[src/rtl/uart_rx.sv]
// 16x-oversampling 8N1 UART receiver. Drives the register block's receive
// buffer load path (RxData/RxDone) and its framing-error flag (RxStopBit).
`timescale 1ns/1ps

module uart_rx #(
    parameter int DIV_W = 12,
    parameter int OSR   = 16
) (
    input  logic             pClk,
    input  logic             pReset,
    input  logic             RxEn,
    input  logic [DIV_W-1:0] BaudDiv,
    input  logic             Rx,
    output logic [7:0]       RxData,
    output logic             RxDone,
    output logic             RxStopBit,
    output logic             RxBusy
);

    localparam int OS_W = $clog2(OSR);
    localparam logic [OS_W-1:0] OS_LAST  = OS_W'(OSR - 1);
    localparam logic [OS_W-1:0] OS_SAMP0 = OS_W'(OSR / 2 - 1);
    localparam logic [OS_W-1:0] OS_SAMP1 = OS_W'(OSR / 2);
    localparam logic [OS_W-1:0] OS_DECIDE = OS_W'(OSR / 2 + 1);

    typedef enum logic [1:0] {
        IDLE,
        START,
        DATA,
        STOP
    } state_e;

    state_e             state_q, state_d;
    logic               rx_meta_q, rx_s_q, rx_d_q;
    logic [DIV_W-1:0]   baud_cnt_q, baud_cnt_d;
    logic [OS_W-1:0]    os_cnt_q, os_cnt_d;
    logic [3:0]         bit_cnt_q, bit_cnt_d;
    logic [1:0]         samp_q, samp_d;
    logic [7:0]         shreg_q, shreg_d;
    logic [7:0]         rx_data_q, rx_data_d;
    logic               done_q, done_d;
    logic               stop_err_q, stop_err_d;

    logic               tick;
    logic [OS_W-1:0]    os_next;
    logic               decide;
    logic               wrap;
    logic               majority;
    logic               start_det;

    // The decision tick is the one that moves os_cnt onto OS_DECIDE, so the
    // start-bit decision lands 9 ticks after the start-detect reference.
    assign tick      = (baud_cnt_q == '0);
    assign os_next   = os_cnt_q + 1'b1;
    assign decide    = tick && (os_next == OS_DECIDE);
    assign wrap      = tick && (os_cnt_q == OS_LAST);
    assign majority  = (samp_q[0] & samp_q[1]) | (samp_q[0] & rx_s_q) | (samp_q[1] & rx_s_q);
    assign start_det = RxEn && (state_q == IDLE) && !rx_s_q && rx_d_q;

    always_comb begin
        // NOTE: every next-state variable gets its hold value first, so no
        // path through the case below can infer a latch.
        state_d    = state_q;
        baud_cnt_d = tick ? BaudDiv : baud_cnt_q - 1'b1;
        os_cnt_d   = tick ? os_next : os_cnt_q;
        samp_d     = samp_q;
        bit_cnt_d  = bit_cnt_q;
        shreg_d    = shreg_q;
        rx_data_d  = rx_data_q;
        stop_err_d = stop_err_q;
        done_d     = 1'b0;

        if (tick && (os_next == OS_SAMP0)) samp_d[0] = rx_s_q;
        if (tick && (os_next == OS_SAMP1)) samp_d[1] = rx_s_q;

        if (state_q != IDLE && !RxEn) begin
            state_d = IDLE;
        end else begin
            unique case (state_q)
                IDLE: begin
                    if (start_det) begin
                        state_d    = START;
                        baud_cnt_d = BaudDiv;
                        os_cnt_d   = '0;
                        bit_cnt_d  = '0;
                    end
                end
                START: begin
                    if (decide && majority) state_d = IDLE;
                    else if (wrap)          state_d = DATA;
                end
                DATA: begin
                    if (decide) begin
                        shreg_d   = {majority, shreg_q[7:1]};
                        bit_cnt_d = bit_cnt_q + 1'b1;
                    end
                    if (wrap && bit_cnt_q == 4'd8) state_d = STOP;
                end
                STOP: begin
                    // Leave mid-stop-bit so a back-to-back start edge is caught.
                    if (decide) begin
                        rx_data_d  = shreg_q;
                        stop_err_d = ~majority;
                        done_d     = 1'b1;
                        state_d    = IDLE;
                    end
                end
                default: state_d = IDLE;
            endcase
        end
    end

    always_ff @(posedge pClk or negedge pReset) begin
        if (!pReset) begin
            // NOTE: synchroniser flops reset to the idle line level so that
            // reset release cannot look like a start edge.
            rx_meta_q  <= 1'b1;
            rx_s_q     <= 1'b1;
            rx_d_q     <= 1'b1;
            state_q    <= IDLE;
            baud_cnt_q <= '0;
            os_cnt_q   <= '0;
            bit_cnt_q  <= '0;
            samp_q     <= '0;
            shreg_q    <= '0;
            rx_data_q  <= '0;
            done_q     <= 1'b0;
            stop_err_q <= 1'b0;
        end else begin
            rx_meta_q  <= Rx;
            rx_s_q     <= rx_meta_q;
            rx_d_q     <= rx_s_q;
            state_q    <= state_d;
            baud_cnt_q <= baud_cnt_d;
            os_cnt_q   <= os_cnt_d;
            bit_cnt_q  <= bit_cnt_d;
            samp_q     <= samp_d;
            shreg_q    <= shreg_d;
            rx_data_q  <= rx_data_d;
            done_q     <= done_d;
            stop_err_q <= stop_err_d;
        end
    end

    assign RxData    = rx_data_q;
    assign RxDone    = done_q;
    assign RxStopBit = stop_err_q;
    assign RxBusy    = (state_q != IDLE);

endmodule
[config.mk]
export PLATFORM = sky130hd
export DESIGN_NAME = uart_rx
export DESIGN_NICKNAME = d
export VERILOG_FILES = /design/src/rtl/uart_rx.sv
export SDC_FILE = /design/constraint.sdc
export NUM_CORES = 1
export LEC_CHECK = 0
export ABC_AREA = 1
export BUFFER_PORTS_ARGS = -buffer_cell sky130_fd_sc_hd__buf_2
export CAP_MARGIN = 5
export CORE_ASPECT_RATIO = 0.9
export CORE_UTILIZATION = 48
export DETAILED_ROUTE_END_ITERATION = 10
export MAX_ROUTING_LAYER = met4
export PLACE_DENSITY_LB_ADDON = 0.2
export SETUP_SLACK_MARGIN = 0.2
export SYNTH_ARGS = -nofsm -noshare
export SYNTH_HDL_FRONTEND = slang
export SYNTH_SLANG_ARGS = --single-unit
[constraint.sdc]
create_clock -name pClk -period 1.45 [get_ports pClk]
set_input_delay 0.145 -clock pClk [delete_from_list [all_inputs] [get_ports pClk]]
set_output_delay 0.145 -clock pClk [all_outputs]
set_load 0.02 [all_outputs]
[Yosys cells after proc, flatten, opt, wreduce, memory -nomap -nowiden]
Index checks and enable logic that the tools add are counted.
Cells by class
  add/sub/neg operators: 3
  equal/unequal tests: 14
  muxes and demuxes: 21
  bitwise gates (word level): 7
  reduce and logical (&&, ||, !) cells: 20
Operators by type and width (number)
  $mux W12: 4
  $mux W4: 6
  $eq A4 B4 Y1 const B: 4
  $logic_not A12 Y1: 1
  $mux W2: 6
  $sub A12 B1 Y12 const B: 1
  $logic_and A1 B1 Y1: 10
  $add A4 B1 Y4 const B: 2
  $pmux W2 S4: 1
  $pmux W4 S2: 1
  $reduce_and A4 Y1: 2
  $ne A3 B3 Y1 const B: 2
  $reduce_and A3 Y1: 2
  $eq A2 B2 Y1 const B: 2
  $eq A4 B3 Y1 const B: 1
  $ne A2 B2 Y1 const B: 2
  $ne A4 B4 Y1 const B: 1
  $reduce_bool A2 Y1: 2
  $and A1 B1 Y1: 3
  $mux W1: 3
  $ne A3 B2 Y1 const B: 1
  $eq A2 B1 Y1 const B: 1
  $logic_not A1 Y1: 2
  $logic_not A2 Y1: 1
  other kinds (2): 4
Word-level totals
  flip-flop bits (word level): 45
  output and inout bits: 11
  word-level logic and storage cells: 78

[Logic depth before layout (Yosys ltp)]
Gate-level depths: netlist (run 1).
  depth after elaboration: 7
  gate-level depth with buffers: 11
  gate-level depth less buffers: 11

[Worst setup path before layout (run 1)]
OpenSTA, ideal clock, no wires.
  path kind: register -> register
  start: reg os_cnt_q[1]
  end: reg bit_cnt_q[2]
  arrival time: 1.399 ns
  data required time: 1.333 ns
  path slack: -0.066 ns
  cell stages (with the launch flop): 12
  clock period less this slack: 1.516 ns
  cell sequence: dfrtp_1 > ha_1 > inv_1 > nand2_1 > nand2_1 > nand2_1 > inv_1 > nand2_4 > a21oi_4 > inv_2 > nand2_1 > nand2_1
On the way
  word-level cells in the longest chain between the ends: 5
Ends and longest elaborated chain
  start, declared: RTL line 36  | logic [OS_W-1:0] os_cnt_q, os_cnt_d;
  start signal, assigned: RTL line 135  | os_cnt_q <= os_cnt_d;
  $add A4 B1 Y4: RTL line 54  | assign os_next = os_cnt_q + 1'b1;
  $eq A4 B4 Y1: RTL line 55  | assign decide = tick && (os_next == OS_DECIDE);
  $logic_and A1 B1 Y1: RTL line 55
  $ne A2 B2 Y1 (no source line)
  $reduce_and A4 Y1 (no source line)
  end signal, assigned: RTL line 136  | bit_cnt_q <= bit_cnt_d;
  end, declared: RTL line 37  | logic [3:0] bit_cnt_q, bit_cnt_d;
Every way passes these cells.
A chain may end at the register's enable or synchronous reset.

[Worst setup path in the final report (run 1)]
  start: reg baud_cnt_q[0]
  end: reg bit_cnt_q[0]
On the way
  word-level cells in the longest chain between the ends: 4
Ends and longest elaborated chain
  start, declared: RTL line 35  | logic [DIV_W-1:0] baud_cnt_q, baud_cnt_d;
  start signal, assigned: RTL line 134  | baud_cnt_q <= baud_cnt_d;
  $logic_not A12 Y1: RTL line 53  | assign tick = (baud_cnt_q == '0);
  $logic_and A1 B1 Y1: RTL line 55
  $ne A2 B2 Y1 (no source line)
  $reduce_and A4 Y1 (no source line)
Every way passes these cells.

==> results.json, run 1 <==
{
  "layoutNonFillerInstCount": 440,
  "via_per_inst": 4.82,
  "cts_root_buffer": "clkbuf_8",
  "die_area_sq_um": 5320,
  "finClkSkew_ns": 0.00944,
  "ys_warn_count": 0,
  "synthesis.area_sq_um": 2420,
  "grt_pass1_wl_microns": 9170,
  "worst_pin_slew_ns": 0.427,
  "io_pins": 27,
  "route.detailed.drc": 0,
  "synth_common_cells": "nand2_1 (64), dfrtp_1 (42), inv_1 (38), nor2_1 (23), nand3_1 (16)",
  "hold_viol": 0,
  "synth-main-ff-cell": "dfrtp_1",
  "rsz0062_at_grt": "true",
  "grt.met2_usage_pct": 34.7,
  "hpwl_microns": 3650,
  "seqCellArea_sq_um": 1130,
  "grt_pass1_vias": 2022,
  "grt_max_degree": 46,
  "fill_cells": 335,
  "syn_avg_cell_area_sq_um": 8.60,
  "postRouteAntennaNets": 0,
  "synth_seq_cells": 45,
  "power_uw": 4610,
  "drv_slew": 0,
  "p_per_area_nw_per_um2": 1280,
  "yosysTopAreaCell": "dfrtp_1",
  "outcome": "complete, but fails checks",
  "drt-initial-drc-count": 93,
  "criticalPathCategory": "register to register",
  "syn-num-nets": 305,
  "period_minus_slack_ns": 1.61,
  "met1_usage_pct": 30.1,
  "timing.max_slew.rel_slack_pct": 71.4,
  "layout-drive-gt1-share_pct": 50.4,
  "cts_tree": "done",
  "initial_core_util_pct": 50.0,
  "ys_types": 35,
  "area_growth_pct": 48.7,
  "place_inst": 421,
  "peakVddDrop_uv": 1040,
  "setup_ws_ns": -0.156,
  "fmax_mhz": 623,
  "first_pass_iters": 6,
  "insertedDiodeCount": 0,
  "multiInputGateArea_sq_um": 1400,
  "fin_nets": 398,
  "htree_levels": 2,
  "synthArstFlopShare_pct": 100,
  "insertion_delay_ns": 0.31,
  "endpoint_kind": "register",
  "synth_area_leaders": "dfrtp_1 (43%), nand2_1 (9.9%), inv_1 (5.9%)",
  "cts.clk_slew.worst_paths_ns": 0.09,
  "grt_use_met3_pct": 5.66,
  "violations": "negative setup slack",
  "num_rows": 24,
  "arrival_ns": 1.80,
  "top_usage_layer": "met2",
  "port_buffers": 26,
  "via_count": 2119,
  "clk_path_buf_depth": 2,
  "coreArea_sq_um": 4830,
  "routedWlPerCell_microns": 12.5,
  "finalSetupViolCount": 25,
  "maxCapViolCount": 0,
  "cts_buffers": 5,
  "clock-sinks": 45,
  "routabilityCongestion": 0.825,
  "ys_seq_area_share_pct": 46.7,
  "critPathLaunchType": "register",
  "fp.dieW_microns": 76.8,
  "grtUsageTotal_pct": 22.6,
  "die_y_microns": 69.3,
  "synthCells": 281,
  "synth_most_common_cell": "nand2_1",
  "overflow": 0,
  "yosysTopAreaCellShare_pct": 43.5,
  "critPathMaxFanout": 5,
  "required_ns": 1.64,
  "p_leak_uw": 0.00184,
  "synth-edff-count": 0,
  "grt_antenna_before_repair": 0,
  "finalCritPeriodShare_pct": 111,
  "dp_slack_ns": -0.194,
  "hold_class": "input pin to register",
  "wl_microns": 5500
}
## worst max-delay path, stage by stage, from the launching register on
cell     delay (ns)
dfrtp_1        0.40
inv_2          0.08
ha_4           0.15
nand3_4        0.07
nor2_4         0.12
nand3_4        0.10
inv_2          0.09
nand2_4        0.08
a21oi_4        0.21
inv_2          0.08
nand2_1        0.06
nand2_1        0.05
## logic make-up (layout without fill, tap and decap cells)
family,count (synthesis),in the layout,share of synthesized area [%]
and+or+nand+nor,135,136,27.6
buffers and inverters,48,141,8.64
DFF,45,45,46.7
AOI/OAI and AO/OA,37,37,9.94
adders and majority gates,8,8,4.14
xor gates and xnor gates,8,8,2.90
## placed cells by master (no fill, tap or decap), types with 3 or more instances in the layout
master and instances:
nand2_1 47, buf_4 41, dfrtp_1 40, inv_1 31, buf_2 25, buf_6 18
nand2_4 15, nor2_1 13, o21ai_1 13, nand2_2 12, o21ai_2 12, inv_2 11
nor2_4 11, nand3_1 10, nand3_2 6, xor2_1 6, clkbuf_8 6, nand4_1 5
ha_1 5, nor2_2 4, o21ai_0 4, a31oi_1 3, ha_4 3, dfstp_2 3
## final timing paths
check	cells past startpoint	from	endpoint	slack [ns]
worst max-delay path	11	baud_cnt_q[0]$_DFF_PN0_	bit_cnt_q[0]$_DFFE_PN0P_	-0.16
worst max register to register	11	baud_cnt_q[0]$_DFF_PN0_	bit_cnt_q[0]$_DFFE_PN0P_	-0.16
max in group asynchronous	3	pReset	rx_s_q$_DFF_PN1_	0.84
worst min-delay path	3	BaudDiv[10]	baud_cnt_q[10]$_DFF_PN0_	0.04
min in group asynchronous	3	pReset	baud_cnt_q[11]$_DFF_PN0_	0.34
worst min register to register	0	rx_meta_q$_DFF_PN1_	rx_s_q$_DFF_PN1_	0.37
## power breakdown
group / internal (uW) / switching, uW / total, uW / leakage, uW
registers: 1480 / 169 / 1650 / 0.000556
logic: 1010 / 1100 / 2110 / 0.00123
clock network: 396 / 456 / 852 / 0.0000518
total: 2890 / 1720 / 4610 / 0.00184
## per-layer routing
| metal | vias to the layer above | routed length, microns |
|---|---|---|
| met4 | 0 | 71 |
| met3 | 7 | 170 |
| li1 | 1078 | - |
| met1 | 1001 | 2560 |
| met2 | 33 | 2700 |
| met5 | - | 0 |
## sequential cells by signal, indices dropped and copies added (netlist names)
name        cells
rx_meta_q       1
state_q         2
bit_cnt_q       4
rx_s_q          1
RxDone          1
RxData          8
shreg_q         8
os_cnt_q        4
baud_cnt_q     12
rx_d_q          1
samp_q          2
RxStopBit       1
## area by class of cell
type	count	area share [%]
Clock inverter	2	0.487
Multi-Input combinational cell	189	39.0
Tap cell	65	2.26
Sequential cell	45	31.5
Timing Repair Buffer	88	19.4
Clock buffer	6	2.30
Inverter	45	5.12
## through the flow
step                TNS, ns  area, sq um  hold WS [ns]  utilization [%]
CTS                   -2.82         3420        0.0290             70.7
global placement      -2.31         3040         0.142             62.8
detailed placement    -3.02         3040         0.141             62.8
global route          -5.51         3590        0.0256             74.4
finish                -2.22         3590        0.0405             74.4
floorplan            -0.125         2450        -0.151                -
## timing repair
| action | in CTS | in global routing |
|---|---|---|
| cloned | 2 | 0 |
| pin swaps | 23 | 23 |
| endpoints found under the hold margin | 43 | 0 |
| endpoints found under the setup margin | 43 | 43 |
| hold buffers | 2 | 0 |
| setup buffers | 4 | 3 |
| gates resized for setup | 62 | 35 |
(Power assumes the default switching activity.)
==> inputs of run 2 (changes only) <==
--- a/config.mk
+++ b/config.mk
@@ -9,6 +9,7 @@
 export BUFFER_PORTS_ARGS = -buffer_cell sky130_fd_sc_hd__buf_2
 export CAP_MARGIN = 5
 export CORE_ASPECT_RATIO = 0.9
+export CORE_MARGIN = 8
 export CORE_UTILIZATION = 48
 export DETAILED_ROUTE_END_ITERATION = 10
 export MAX_ROUTING_LAYER = met4
==> run 2 against run 1 <==
Effect of this change: the flow still finishes with violations (negative setup slack); register-to-register slack barely moved; worst hold slack improved by 0.0012 ns; non-clock buffer count fell by 5; die area rose by 42%; first-iteration DRC count fell by 5.4%; critical path depth did not move.
==> results.json, run 2 (synthesis gave the netlist of run 1 again) <==
{
  "finalSetupViolCount": 27,
  "grt_pass1_vias": 2040,
  "first_pass_iters": 4,
  "critPathLaunchType": "register",
  "crit_top_cell": "nand2_2",
  "finalCritPeriodShare_pct": 110,
  "critPathMaxFanout": 10,
  "routedWlPerCell_microns": 12.7,
  "dpl-instance-area_sq_um": 2980,
  "cts_tree": "done",
  "peakVddDrop_uv": 947,
  "initial_core_util_pct": 49.7,
  "via_per_inst": 4.77,
  "rsz0062_at_grt": "true",
  "final_common_cell": "nand2_1",
  "grtUsageTotal_pct": 14.8,
  "cts_root_buffer": "clkbuf_8",
  "die_y_microns": 83.3,
  "regMostFlops": "baud_cnt_q",
  "seqCellArea_sq_um": 1130,
  "worstPathCellList": "buf_6 -> nand3_2 -> nand2_1 -> nand2_2 -> nand3_4 -> inv_4 -> nand2_8 -> nor2_8 -> buf_4 -> nand2_2 -> o21ai_2",
  "hold_class": "input pin to register",
  "fp.dieW_microns": 90.8,
  "timing.max_slew.rel_slack_pct": 65.3,
  "cts_buffers": 5,
  "p_per_area_nw_per_um2": 1300,
  "clk_path_buf_depth": 2,
  "largest_reg_flops": 12,
  "finClkSkew_ns": 0.0108,
  "violations": "negative setup slack",
  "area_growth_pct": 42.4,
  "port_buffers": 26,
  "arrival_ns": 1.82,
  "wl_microns": 5510,
  "overflow": 0,
  "grt_pass1_wl_microns": 9060,
  "route.detailed.drc": 0,
  "num_rows": 24,
  "cts.clk_slew.worst_paths_ns": 0.09,
  "fin_util_pct": 70.8,
  "via_count": 2075,
  "cp_slowest_cell": "dfrtp_2",
  "insertedDiodeCount": 0,
  "worst_pin_slew_ns": 0.517,
  "drt-initial-drc-count": 88,
  "required_ns": 1.67,
  "clock-sinks": 45,
  "multiInputGateArea_sq_um": 1320,
  "slowest_delay_ns": 0.45,
  "layout-drive-gt1-share_pct": 47.6,
  "outcome": "complete, but fails checks",
  "maxCapViolCount": 0,
  "die_area_sq_um": 7570,
  "coreArea_sq_um": 4860,
  "grt_max_degree": 46,
  "period_minus_slack_ns": 1.59,
  "criticalPathCategory": "register to register",
  "final_cell_mix": "nand2_1 (51), buf_4 (44), dfrtp_1 (40)",
  "insertion_delay_ns": 0.30,
  "grt_antenna_before_repair": 0,
  "hold_viol": 0,
  "htree_levels": 2,
  "setup_ws_ns": -0.143,
  "postRouteAntennaNets": 0,
  "io_pins": 27,
  "fmax_mhz": 628,
  "hpwl_microns": 3740,
  "endpoint_kind": "register",
  "fin_nets": 393,
  "routabilityCongestion": 0.855,
  "fin_area_sq_um": 3440,
  "fill_cells": 378,
  "drv_slew": 0,
  "p_leak_uw": 0.00177
}
run 2: worst paths after layout:
check | slack [ns] | cells after the start | startpoint | to
hold reg to reg | 0.35 | 0 | rx_meta_q$_DFF_PN1_ | rx_s_q$_DFF_PN1_
max in group asynchronous | 0.81 | 3 | pReset | rx_d_q$_DFF_PN1_
min in group asynchronous | 0.36 | 3 | pReset | baud_cnt_q[1]$_DFF_PN0_
setup / recovery | -0.14 | 11 | os_cnt_q[1]$_DFF_PN0_ | shreg_q[6]$_DFFE_PN0P_
hold / removal | 0.04 | 3 | BaudDiv[3] | baud_cnt_q[3]$_DFF_PN0_
setup reg to reg | -0.14 | 11 | os_cnt_q[1]$_DFF_PN0_ | shreg_q[6]$_DFFE_PN0P_
run 2: what timing repair did:
action | 4_1_cts | 5_1_grt
hold buffers | 2 | 0
setup endpoints to repair | 43 | 43
pin swaps | 16 | 22
endpoints found under the hold margin | 43 | 0
resized for setup | 36 | 37
gates cloned | 2 | 0
setup buffers | 5 | 5
run 2: worst max-delay path: cells and delay by family (launching register included):
kind                   cells  cell delay (ns)
AO/OA/AOI/OAI              1             0.05
buffers and inverters      3             0.37
flip-flops                 1             0.45
AND/OR/NAND/NOR            7             0.64
run 2: routing by layer:
layer	vias up	GRT usage (%)	share of wire, %
li1	1067	-	-
met1	977	18.1	48
met2	29	24.3	48
met3	2	3.24	3.4
met4	0	3.57	0.42
met5	-	-	0
run 2: area by class of cell:
| cell class | instances | share of cell area [%] |
|---|---|---|
| clock buffers | 7 | 2.51 |
| clock inverters | 1 | 0.218 |
| inverters | 45 | 5.27 |
| multi-input cells | 189 | 38.4 |
| flip-flops and latches | 45 | 32.9 |
| well taps | 65 | 2.36 |
| repair buffers | 83 | 18.4 |
run 2: where the power goes:
group	internal (uW)	switching, uW	total [uW]	leakage, uW
logic	979	1030	2010	0.00117
clock network	388	412	800	0.0000445
registers	1480	168	1650	0.000556
total	2850	1610	4460	0.00177
run 2: through the flow:
stage	setup slack [ns]	hold WS [ns]	setup TNS, ns	instances	power (uW)
2_1_floorplan	-0.0182	-0.151	-0.125	281	2600
3_3_place_gp	-0.147	0.147	-1.71	413	3270
3_5_place_dp	-0.194	0.143	-2.42	413	3310
4_1_cts	-0.0955	0.0395	-1.74	430	4280
5_1_grt	-0.246	0.0517	-5.83	435	4780
6_report	-0.143	0.0417	-2.95	435	4460
==> inputs of run 3 (changes only) <==
==> constraint.sdc (replaced) <==
create_clock -name pClk -period 1.45 [get_ports pClk]
set_input_delay 0.29 -clock pClk [delete_from_list [all_inputs] [get_ports pClk]]
set_output_delay 0.29 -clock pClk [all_outputs]
set_load 0.02 [all_outputs]
==> run 3 against run 2 <==
Effect of this change: the run still ends with negative setup slack left; sequential share of layout area down 0.60 points; worst hold slack better by 0.036 ns; clock skew shrank 0.0027 ns; cell count increased by 1.1%; register-to-register slack lost 0.03 ns; setup slack lost 0.034 ns; die area did not move; largest cell class unchanged; clock power down 0.6%; cell area grew 1.9%; via count rose by 3.2%.
==> results.json, run 3 (synthesis gave the netlist of run 1 again) <==
{
  "htree_levels": 2,
  "route.detailed.drc": 0,
  "power_uw": 4600,
  "timing.max_slew.rel_slack_pct": 77.5,
  "criticalPathCategory": "register to register",
  "coreArea_sq_um": 4860,
  "critPathMaxFanout": 6,
  "layoutNonFillerInstCount": 440,
  "routabilityCongestion": 0.865,
  "place_inst": 414,
  "overflow": 0,
  "grt_antenna_before_repair": 0,
  "num_rows": 24,
  "via_count": 2141,
  "finalCritPeriodShare_pct": 112,
  "finClkSkew_ns": 0.00812,
  "p_leak_uw": 0.00182,
  "required_ns": 1.65,
  "peakVddDrop_uv": 964,
  "dp_slack_ns": -0.177,
  "via_per_inst": 4.87,
  "crit_top_cell": "inv_2",
  "fmax_mhz": 614,
  "drv_slew": 0,
  "rsz0062_at_grt": "true",
  "wl_microns": 5950,
  "slowest_delay_ns": 0.46,
  "arrival_ns": 1.83,
  "grt_pass1_wl_microns": 9590,
  "outcome": "complete, but fails checks",
  "hold_viol": 0,
  "final_common_cell": "nand2_1",
  "insertedDiodeCount": 0,
  "grtUsageTotal_pct": 15.9,
  "routedWlPerCell_microns": 13.5,
  "tns_ns": -3.46,
  "cts_root_buffer": "clkbuf_8",
  "fp.dieW_microns": 90.8,
  "clk_path_buf_depth": 2,
  "violations": "negative setup slack",
  "insertion_delay_ns": 0.30,
  "hpwl_microns": 3850,
  "die_area_sq_um": 7570,
  "fin_area_sq_um": 3510,
  "setup_ws_ns": -0.177,
  "final_cell_mix": "nand2_1 (47), buf_4 (42), dfrtp_1 (40)",
  "initial_core_util_pct": 49.7,
  "cts.clk_slew.worst_paths_ns": 0.09,
  "rr_worst_depth": 12,
  "clock-sinks": 45,
  "endpoint_kind": "register",
  "drt-initial-drc-count": 74,
  "critPathLaunchType": "register",
  "worstPathCellList": "ha_4 -> inv_2 -> nand2_2 -> nand2_2 -> buf_6 -> nand2_4 -> inv_2 -> nand2_4 -> a21oi_4 -> inv_2 -> nand2_1 -> nand2_1",
  "grt_max_degree": 26,
  "cts_buffers": 5,
  "min_delay_path_depth": 1,
  "io_pins": 27,
  "grt_pass1_vias": 2064,
  "regMostFlops": "baud_cnt_q",
  "p_per_area_nw_per_um2": 1310,
  "maxCapViolCount": 0,
  "first_pass_iters": 4,
  "dpl-instance-area_sq_um": 2970,
  "worst_pin_slew_ns": 0.336,
  "area_growth_pct": 45.0,
  "cp_slowest_cell": "dfrtp_2",
  "largest_reg_flops": 12,
  "cts_tree": "done",
  "hold_class": "input pin to register",
  "port_buffers": 26,
  "period_minus_slack_ns": 1.63,
  "finalSetupViolCount": 28,
  "layout-drive-gt1-share_pct": 50.4,
  "postRouteAntennaNets": 0,
  "fin_nets": 398,
  "die_y_microns": 83.3
}
-- run 3: cell count changes in the layout (fill, tap and decap cells not counted), moves of 2 or more --
cell / change
buf_6: +8
o21ai_1: -5
nand2_1: -4
o21ai_2: +4
nand2_2: +3
nand3_1: +3
buf_4: -2
inv_2: +2
inv_4: -2
nand2_4: +2
nand3_2: -2
nor2_4: +2
-- run 3: cell type report --
class / count / area [sq um]
Sequential cell: 45 / 1130
Inverter: 45 / 176
Timing Repair Buffer: 87 / 677
Clock inverter: 3 / 21.3
Tap cell: 65 / 81.3
Fill cell: 354 / 1360
Clock buffer: 5 / 68.8
Multi-Input combinational cell: 190 / 1350
-- run 3: worst max-delay path, delay by kind of cell (launching register included) --
| kind | cells | cell delay [ns] |
|---|---|---|
| fa+ha+maj | 1 | 0.18 |
| compound gates | 1 | 0.21 |
| flops | 1 | 0.46 |
| buf+inv | 4 | 0.29 |
| simple gates | 6 | 0.38 |
-- run 3: power by group --
part           internal (uW)  switching [uW]  leakage [uW]  total, uW
Clock                    342             453     0.0000445        795
Combinational           1040            1110       0.00122       2140
Sequential              1480             174      0.000556       1660
-- run 3: timing repair --
item,4_1_cts,5_1_grt
resized for setup,43,42
pin swaps,17,24
hold buffers,1,0
setup endpoints to repair,43,43
gates cloned,3,0
setup buffers,7,7
endpoints found under the hold margin,32,0
-- run 3: metrics by stage --
step / hold WS [ns] / util [%]
2_1_floorplan: -0.00559 / -
3_3_place_gp: 0.292 / 61.1
3_5_place_dp: 0.292 / 61.1
4_1_cts: 0.0707 / 67.8
5_1_grt: 0.0570 / 72.1
6_report: 0.0772 / 72.1
-- run 3: per-layer routing --
layer  wire [microns]  share of wire [%]  global-route usage (%)  vias to the layer above
li1                 -                  -                       -                     1083
met1             2710                 46                    19.9                     1015
met2             2960                 50                    25.1                       34
met3              198                3.3                    3.15                        9
met4               79                1.3                    5.35                        0
met5                0                  0                       -                        -
-- run 3: worst paths after layout --
kind	startpoint	endpoint	slack, ns
min in group asynchronous	pReset	baud_cnt_q[8]$_DFF_PN0_	0.50
worst min-delay path	Rx	rx_meta_q$_DFF_PN1_	0.08
worst max-delay path	os_cnt_q[0]$_DFF_PN0_	bit_cnt_q[0]$_DFFE_PN0P_	-0.18
worst max register to register	os_cnt_q[0]$_DFF_PN0_	bit_cnt_q[0]$_DFFE_PN0P_	-0.18
max in group asynchronous	pReset	RxData[1]$_DFFE_PN0P_	0.67
worst min register to register	rx_meta_q$_DFF_PN1_	rx_s_q$_DFF_PN1_	0.36
